==> src/rtl/sram_req_seq_8_32_if.sv <==
// Fabric-side write/read request and read-response handshake bundle for sram_req_seq_8_32.
// master = fabric requester, slave = the sequencer.
interface sram_req_seq_8_32_if;
  logic        wr_valid;
  logic        wr_ready;
  logic [9:0]  wr_addr;
  logic [31:0] wr_data;
  logic        rd_valid;
  logic        rd_ready;
  logic [9:0]  rd_addr;
  logic        rsp_valid;
  logic        rsp_ready;
  logic [31:0] rsp_data;

  modport master (
    output wr_valid, wr_addr, wr_data, rd_valid, rd_addr, rsp_ready,
    input  wr_ready, rd_ready, rsp_valid, rsp_data
  );

  modport slave (
    input  wr_valid, wr_addr, wr_data, rd_valid, rd_addr, rsp_ready,
    output wr_ready, rd_ready, rsp_valid, rsp_data
  );
endinterface

==> src/rtl/sram_req_seq_8_32.sv <==
// Request sequencer for the 8/32 SRAM interface: issues writes/reads, tracks read latency and
// buffers returned data in a credit-limited FIFO. Optional read-stall counter: SRAM_REQ_SEQ_PERF_EN.

module sram_req_seq_8_32_chk #(
  parameter int RSP_DEPTH = 4
) (
  input logic clk,
  input logic rst_n,
  input logic push_s,
  input logic full_s
);
  // The credit rule must keep returning data from ever meeting a full FIFO
  always @(posedge clk) begin
    if (rst_n) begin
      assert (!(push_s && full_s))
        else $error("sram_req_seq_8_32: response FIFO overflow (depth %0d)", RSP_DEPTH);
    end
  end
endmodule

module sram_req_seq_8_32 #(
  parameter int RSP_DEPTH = 4,
  parameter int BASE_LAT  = 3
) (
  input  logic                clk,
  input  logic                rst_n,
  sram_req_seq_8_32_if.slave  bus,
  input  logic [1:0]          cfg_conf,
  input  logic                cfg_out_reg,
  output logic                csb,
  output logic                web,
  output logic                reb,
  output logic [9:0]          addr_w,
  output logic [9:0]          addr_r,
  output logic [31:0]         d_fabric_in,
  output logic [1:0]          conf,
  output logic                out_reg,
  input  logic [31:0]         d_fabric_out,
  output logic                busy
`ifdef SRAM_REQ_SEQ_PERF_EN
  ,
  input  logic                perf_clr,
  output logic [15:0]         rd_stall_cnt
`endif
);
  localparam int PW = $clog2(RSP_DEPTH);
  localparam int CW = PW + 1;
  localparam int SW = ((CW > 3) ? CW : 3) + 1;

  logic          init_r;
  logic [3:0]    lat_sr_r;
  logic [2:0]    inflight_r;
  logic [PW-1:0] wr_ptr_r;
  logic [PW-1:0] rd_ptr_r;
  logic [CW-1:0] count_r;
  logic [31:0]   mem_r [RSP_DEPTH];

  logic          wr_ready_s;
  logic          rd_ready_s;
  logic          wr_fire_s;
  logic          rd_fire_s;
  logic          collide_s;
  logic          credit_ok_s;
  logic [SW-1:0] credit_sum_s;
  logic          ret_s;
  logic          push_s;
  logic          pop_s;
  logic          empty_s;
  logic          full_s;

  // Issue decode: the interface registers everything, so requests go out combinationally
  always_comb begin
    collide_s    = bus.wr_valid & (bus.rd_addr == bus.wr_addr);
    credit_sum_s = SW'(inflight_r) + SW'(count_r);
    credit_ok_s  = (credit_sum_s < SW'(RSP_DEPTH));
    wr_ready_s   = init_r & rst_n;
    rd_ready_s   = init_r & rst_n & credit_ok_s & ~collide_s;
    wr_fire_s    = bus.wr_valid & wr_ready_s;
    rd_fire_s    = bus.rd_valid & rd_ready_s;
    empty_s      = (count_r == {CW{1'b0}});
    full_s       = (count_r == CW'(RSP_DEPTH));
    pop_s        = ~empty_s & bus.rsp_ready;
    if (cfg_out_reg) begin
      ret_s = lat_sr_r[BASE_LAT];
    end else begin
      ret_s = lat_sr_r[BASE_LAT-1];
    end
    push_s = ret_s;
  end

  assign bus.wr_ready  = wr_ready_s;
  assign bus.rd_ready  = rd_ready_s;
  assign bus.rsp_valid = ~empty_s;
  assign bus.rsp_data  = mem_r[rd_ptr_r];

  assign web         = ~wr_fire_s;
  assign reb         = ~rd_fire_s;
  assign csb         = ~(wr_fire_s | rd_fire_s);
  assign addr_w      = bus.wr_addr;
  assign addr_r      = bus.rd_addr;
  assign d_fabric_in = bus.wr_data;
  assign conf        = cfg_conf;
  assign out_reg     = cfg_out_reg;
  assign busy        = (inflight_r != 3'd0) | ~empty_s;

  // Init flag, return-cycle shift register and in-flight read count
  always_ff @(posedge clk) begin
    if (!rst_n) begin
      init_r     <= 1'b0;
      lat_sr_r   <= 4'b0000;
      inflight_r <= 3'd0;
    end else begin
      init_r   <= 1'b1;
      lat_sr_r <= {lat_sr_r[2:0], rd_fire_s};
      case ({rd_fire_s, ret_s})
        2'b10:   inflight_r <= inflight_r + 3'd1;
        2'b01:   inflight_r <= inflight_r - 3'd1;
        default: inflight_r <= inflight_r;
      endcase
    end
  end

  // Response FIFO pointers and occupancy; reads dropped by reset never reach here
  always_ff @(posedge clk) begin
    if (!rst_n) begin
      wr_ptr_r <= {PW{1'b0}};
      rd_ptr_r <= {PW{1'b0}};
      count_r  <= {CW{1'b0}};
    end else begin
      if (push_s) begin
        wr_ptr_r <= wr_ptr_r + PW'(1'b1);
      end
      if (pop_s) begin
        rd_ptr_r <= rd_ptr_r + PW'(1'b1);
      end
      case ({push_s, pop_s})
        2'b10:   count_r <= count_r + CW'(1'b1);
        2'b01:   count_r <= count_r - CW'(1'b1);
        default: count_r <= count_r;
      endcase
    end
  end

  // Response storage, captured on the return cycle
  always_ff @(posedge clk) begin
    if (push_s) begin
      mem_r[wr_ptr_r] <= d_fabric_out;
    end
  end

`ifdef SRAM_REQ_SEQ_PERF_EN
  logic [15:0] stall_cnt_r;

  // Saturating count of cycles a live read request is held off
  always_ff @(posedge clk) begin
    if (!rst_n) begin
      stall_cnt_r <= 16'h0000;
    end else if (perf_clr) begin
      stall_cnt_r <= 16'h0000;
    end else if (bus.rd_valid & init_r & ~rd_ready_s & (stall_cnt_r != 16'hFFFF)) begin
      stall_cnt_r <= stall_cnt_r + 16'h0001;
    end else begin
      stall_cnt_r <= stall_cnt_r;
    end
  end

  assign rd_stall_cnt = stall_cnt_r;
`endif

  sram_req_seq_8_32_chk #(.RSP_DEPTH(RSP_DEPTH)) u_chk (
    .clk    (clk),
    .rst_n  (rst_n),
    .push_s (push_s),
    .full_s (full_s)
  );
endmodule

==> src/flat_wrapper.sv <==
// flat-port wrapper written by rule: the top's interface ports become plain ports
module sram_req_seq_8_32_flat 
#(
  parameter int RSP_DEPTH = 4,
  parameter int BASE_LAT  = 3
)
  (clk, rst_n, cfg_conf, cfg_out_reg, csb, web, reb, addr_w, addr_r, d_fabric_in, conf, out_reg, d_fabric_out, busy, bus_wr_valid, bus_wr_addr, bus_wr_data, bus_rd_valid, bus_rd_addr, bus_rsp_ready, bus_wr_ready, bus_rd_ready, bus_rsp_valid, bus_rsp_data);
  sram_req_seq_8_32_if bus_i ();
  input  logic clk;
  input  logic rst_n;
  input  logic [1:0] cfg_conf;
  input  logic cfg_out_reg;
  output logic csb;
  output logic web;
  output logic reb;
  output logic [9:0] addr_w;
  output logic [9:0] addr_r;
  output logic [31:0] d_fabric_in;
  output logic [1:0] conf;
  output logic out_reg;
  input  logic [31:0] d_fabric_out;
  output logic busy;
  input wire logic [$bits(bus_i.wr_valid)-1:0] bus_wr_valid;
  input wire logic [$bits(bus_i.wr_addr)-1:0] bus_wr_addr;
  input wire logic [$bits(bus_i.wr_data)-1:0] bus_wr_data;
  input wire logic [$bits(bus_i.rd_valid)-1:0] bus_rd_valid;
  input wire logic [$bits(bus_i.rd_addr)-1:0] bus_rd_addr;
  input wire logic [$bits(bus_i.rsp_ready)-1:0] bus_rsp_ready;
  output wire logic [$bits(bus_i.wr_ready)-1:0] bus_wr_ready;
  output wire logic [$bits(bus_i.rd_ready)-1:0] bus_rd_ready;
  output wire logic [$bits(bus_i.rsp_valid)-1:0] bus_rsp_valid;
  output wire logic [$bits(bus_i.rsp_data)-1:0] bus_rsp_data;
  assign bus_i.wr_valid = bus_wr_valid;
  assign bus_i.wr_addr = bus_wr_addr;
  assign bus_i.wr_data = bus_wr_data;
  assign bus_i.rd_valid = bus_rd_valid;
  assign bus_i.rd_addr = bus_rd_addr;
  assign bus_i.rsp_ready = bus_rsp_ready;
  assign bus_wr_ready = bus_i.wr_ready;
  assign bus_rd_ready = bus_i.rd_ready;
  assign bus_rsp_valid = bus_i.rsp_valid;
  assign bus_rsp_data = bus_i.rsp_data;
  sram_req_seq_8_32 #(.RSP_DEPTH(RSP_DEPTH), .BASE_LAT(BASE_LAT)) u_core (.clk(clk), .rst_n(rst_n), .bus(bus_i), .cfg_conf(cfg_conf), .cfg_out_reg(cfg_out_reg), .csb(csb), .web(web), .reb(reb), .addr_w(addr_w), .addr_r(addr_r), .d_fabric_in(d_fabric_in), .conf(conf), .out_reg(out_reg), .d_fabric_out(d_fabric_out), .busy(busy));
endmodule
==> config.mk <==
export PLATFORM = sky130hd
export DESIGN_NAME = sram_req_seq_8_32_flat
export DESIGN_NICKNAME = d
export VERILOG_FILES = /design/src/rtl/sram_req_seq_8_32_if.sv /design/src/rtl/sram_req_seq_8_32.sv /design/src/flat_wrapper.sv
export SDC_FILE = /design/constraint.sdc
export NUM_CORES = 1
export LEC_CHECK = 0
export CAP_MARGIN = 20
export CELL_PAD_IN_SITES_DETAIL_PLACEMENT = 1
export CELL_PAD_IN_SITES_GLOBAL_PLACEMENT = 1
export CORE_UTILIZATION = 36
export CTS_BUF_LIST = sky130_fd_sc_hd__clkbuf_2 sky130_fd_sc_hd__clkbuf_4 sky130_fd_sc_hd__clkbuf_8
export DETAILED_ROUTE_END_ITERATION = 8
export GPL_ROUTABILITY_DRIVEN = 0
export GPL_TIMING_DRIVEN = 0
export HOLD_SLACK_MARGIN = 0.12
export PLACE_DENSITY = 0.82
export SLEW_MARGIN = 10
export SYNTH_ARGS = -nofsm -noshare
export SYNTH_HDL_FRONTEND = slang
export SYNTH_SLANG_ARGS = --single-unit
export TNS_END_PERCENT = 100
==> constraint.sdc <==
create_clock -name clk -period 2.8 [get_ports clk]
set_input_delay 0.56 -clock clk [delete_from_list [all_inputs] [get_ports clk]]
set_output_delay 0.56 -clock clk [all_outputs]
set_load 0.02 [all_outputs]
==> out/qor.txt <==
Mapped cell area: 0.00599 sq mm
WP data required: 3160 ps
Die Wd: 131 microns
Worst hold path type: reg -> reg
Syn Nets: 424
Ys flop type: edfxtp_1
Most frequent cells in the layout: edfxtp_1, clkdlybuf4s50_1, buf_4, mux4_2, dlygate4sd2_1
Slew @ Worst Pin: 615 ps
YS warnings: 0
Seq cells post-synth: 145
Final worst slack: 139 ps
Fin nets: 599
Initial cell density of the core: 0.373
Status: complete, no violations
Relative slew slack: 0.589
DR DRC count: 0
Post-synth EDFFs: 128
RSZ-0062 raised after global routing: no
H-tree Lvls: 4
Global-route wire length before repair: 19.2 mm
DR WL/cell: 17.6 microns
DRT Pass-1 Iters: 4
Crit path buf inv count: 2
Post-layout util: 0.516
Port bufs: 151
# fillers: 1,505
Initial antenna violation count: 0
Hold buffers post-CTS: 0
Crit path time final: 2660 ps
Layout cells sized above 1: 0.271
Final wirelength: 12.8 mm
Endpoints failing hold: 0
Total die area: 0.0171 sq mm
CP delay by family, top: adder cells
Synth async-reset ratio: 0
GRT Resource Usage Total: 0.154
Vias: 3,343
Clock latency on the worst-skew pair: 430 ps
Clock root buffer master: clkbuf_8
Crit path cell chain: clkdlybuf4s50_1 > xnor2_1 > nand4_1 > o31ai_4 > ha_1 > inv_1 > fa_1 > xor2_1 > or3_1 > a21oi_1
Slowest cell on crit path: clkdlybuf4s50_1
Fin Setup TNS: 0 ps
Initial DRC count: 116
CTS tree: done
Post-place instance area: 0.00791 sq mm
Crit path kind: in -> reg
Syn avg cell area: 18.6 sq um
Via-to-Cell Ratio: 4.60
PD cells: 530 mW/mm^2
Clock Path Buffers: 2
Fin. max-slew vios: 0
Crit path capture type: register
CTS buffer count: 17
Fin Hold WS: 448 ps
Fmax: 376 MHz
# rows: 46
Largest net degree at the start of global routing: 19
Crit-path max FO: 3
CTS clk-pin slew, worst paths: 70 ps
Place WS: -458 ps
Max Cap Viol: 0
Final setup vio count: 0
Vert. Die Dim: 131 microns
Clk_skew: 8.54 ps
Post-synth cell types: 34
Seq/Total Area, Yosys: 0.699
Crit share post-route: 0.950
Post-Syn Instances: 322
DP Wirelength: 9.49 mm
CP max stage delay: 440 ps
Area grow syn2layout: 38.3%
Detail Route Antenna Nets: 0
Leakage Power: 0.00290 uW
Commonest non-fill, non-tap cell in the layout: edfxtp_1
Final instance area: 0.00828 sq mm
Critical Path Start Type: input pin
Vias in the first global route: 3,739
Clock sink count: 145
Number of diodes: 0
CORE AREA: 0.0161 sq mm
Grt ovf: 0
Num ports: 186
Arrival time worst endpoint: 3020 ps
Peak supply drop: 0.253 mV
[flip-flops by register name, summed over array words and instances, names as in the netlist, named ones only]
signal and cells:
u_core.lat_sr_r 4, u_core.rd_ptr_r 2, u_core.wr_ptr_r 2, u_core.mem_r 128, u_core.init_r 1, u_core.count_r 3, u_core.inflight_r 3
[metrics by stage]
step | power [uW] | std cells
after floorplan | 2640 | 322
after global placement | 2880 | 689
after detailed placement | 2890 | 693
after CTS | 4440 | 726
after global routing | 4550 | 726
final | 4390 | 726
[what timing repair did]
item	in CTS	in global routing
setup endpoints to repair	31	6
resized for setup	30	7
setup buffers	1	0
pin swaps	0	0
[kinds of logic after synthesis]
logic type | Yosys count | share of synthesized area
buffers and inverters | 73 | 0.0849
AOI/OAI and AO/OA | 12 | 0.0136
muxes | 34 | 0.126
adders and majority gates | 10 | 0.0234
and+or+nand+nor | 31 | 0.0284
DFF | 145 | 0.699
xor gates and xnor gates | 17 | 0.0249
[worst reg2reg max path: stages (launching register included)]
cell and delay (ps):
dfxtp_1 360, ha_1 290, nand3_1 90, and4_1 260, o31ai_4 80, ha_1 230
inv_1 60, fa_1 380, xor2_1 160, or3_1 300, a21oi_1 140
[per-layer routing]
| metal | global-route usage | part of all wire | up-vias |
|---|---|---|---|
| met1 | 0.169 | 0.39 | 1650 |
| met2 | 0.284 | 0.53 | 153 |
| met3 | 0.0554 | 0.070 | 8 |
| li1 | - | - | 1532 |
| met4 | 0.0345 | 0.0058 | 0 |
| met5 | 0 | 0 | - |
[synthesized netlist by cell type, types with 2 or more instances]
library cell    n  share of area
edfxtp_1      128           0.64
buf_4          55          0.069
mux4_2         32           0.12
dfxtp_1        17          0.057
xnor2_1        12          0.018
nor2_1         11         0.0069
inv_1          10         0.0063
ha_1            8          0.017
xor2_1          5         0.0073
a21oi_1         4         0.0033
and2_1          4         0.0042
buf_2           4         0.0033
nor2b_1         4         0.0042
buf_6           3         0.0056
fa_1            2         0.0067
nand3_1         2         0.0017
nand4_1         2         0.0021
o21ai_0         2         0.0017
o31a_1          2         0.0029
[worst paths after layout]
| check | startpoint | end | depth (start not counted) | slack [ps] |
|---|---|---|---|---|
| worst max-delay path | bus_wr_addr[0] | u_core.inflight_r[2]$_SDFFE_PN0P_ | 10 | 140 |
| worst min-delay path | u_core.lat_sr_r[1]$_SDFF_PN0_ | u_core.lat_sr_r[2]$_SDFF_PN0_ | 1 | 450 |
| worst max register to register | u_core.count_r[1]$_SDFFE_PN0P_ | u_core.inflight_r[2]$_SDFFE_PN0P_ | 10 | 380 |
| worst min register to register | u_core.lat_sr_r[1]$_SDFF_PN0_ | u_core.lat_sr_r[2]$_SDFF_PN0_ | 1 | 450 |
[area by class of cell]
class / count / area (sq um) / share of cell area
Buffer: 63 / 470 / 0.0568
Timing Repair Buffer: 156 / 1600 / 0.193
Clock inverter: 14 / 140 / 0.0169
Multi-Input combinational cell: 104 / 1340 / 0.162
Tap cell: 216 / 270 / 0.0326
Inverter: 10 / 37.5 / 0.00453
Clock buffer: 18 / 241 / 0.0292
Sequential cell: 145 / 4180 / 0.505
[where the power goes]
group          switching [uW]  leakage, uW  total (uW)  internal (uW)
sequential               6.39      0.00129        2360           2360
clock                     763     0.000189        1560            796
combinational             203      0.00142         467            263
total                     973      0.00290        4390           3420
Power figures use the tool's default switching activity.
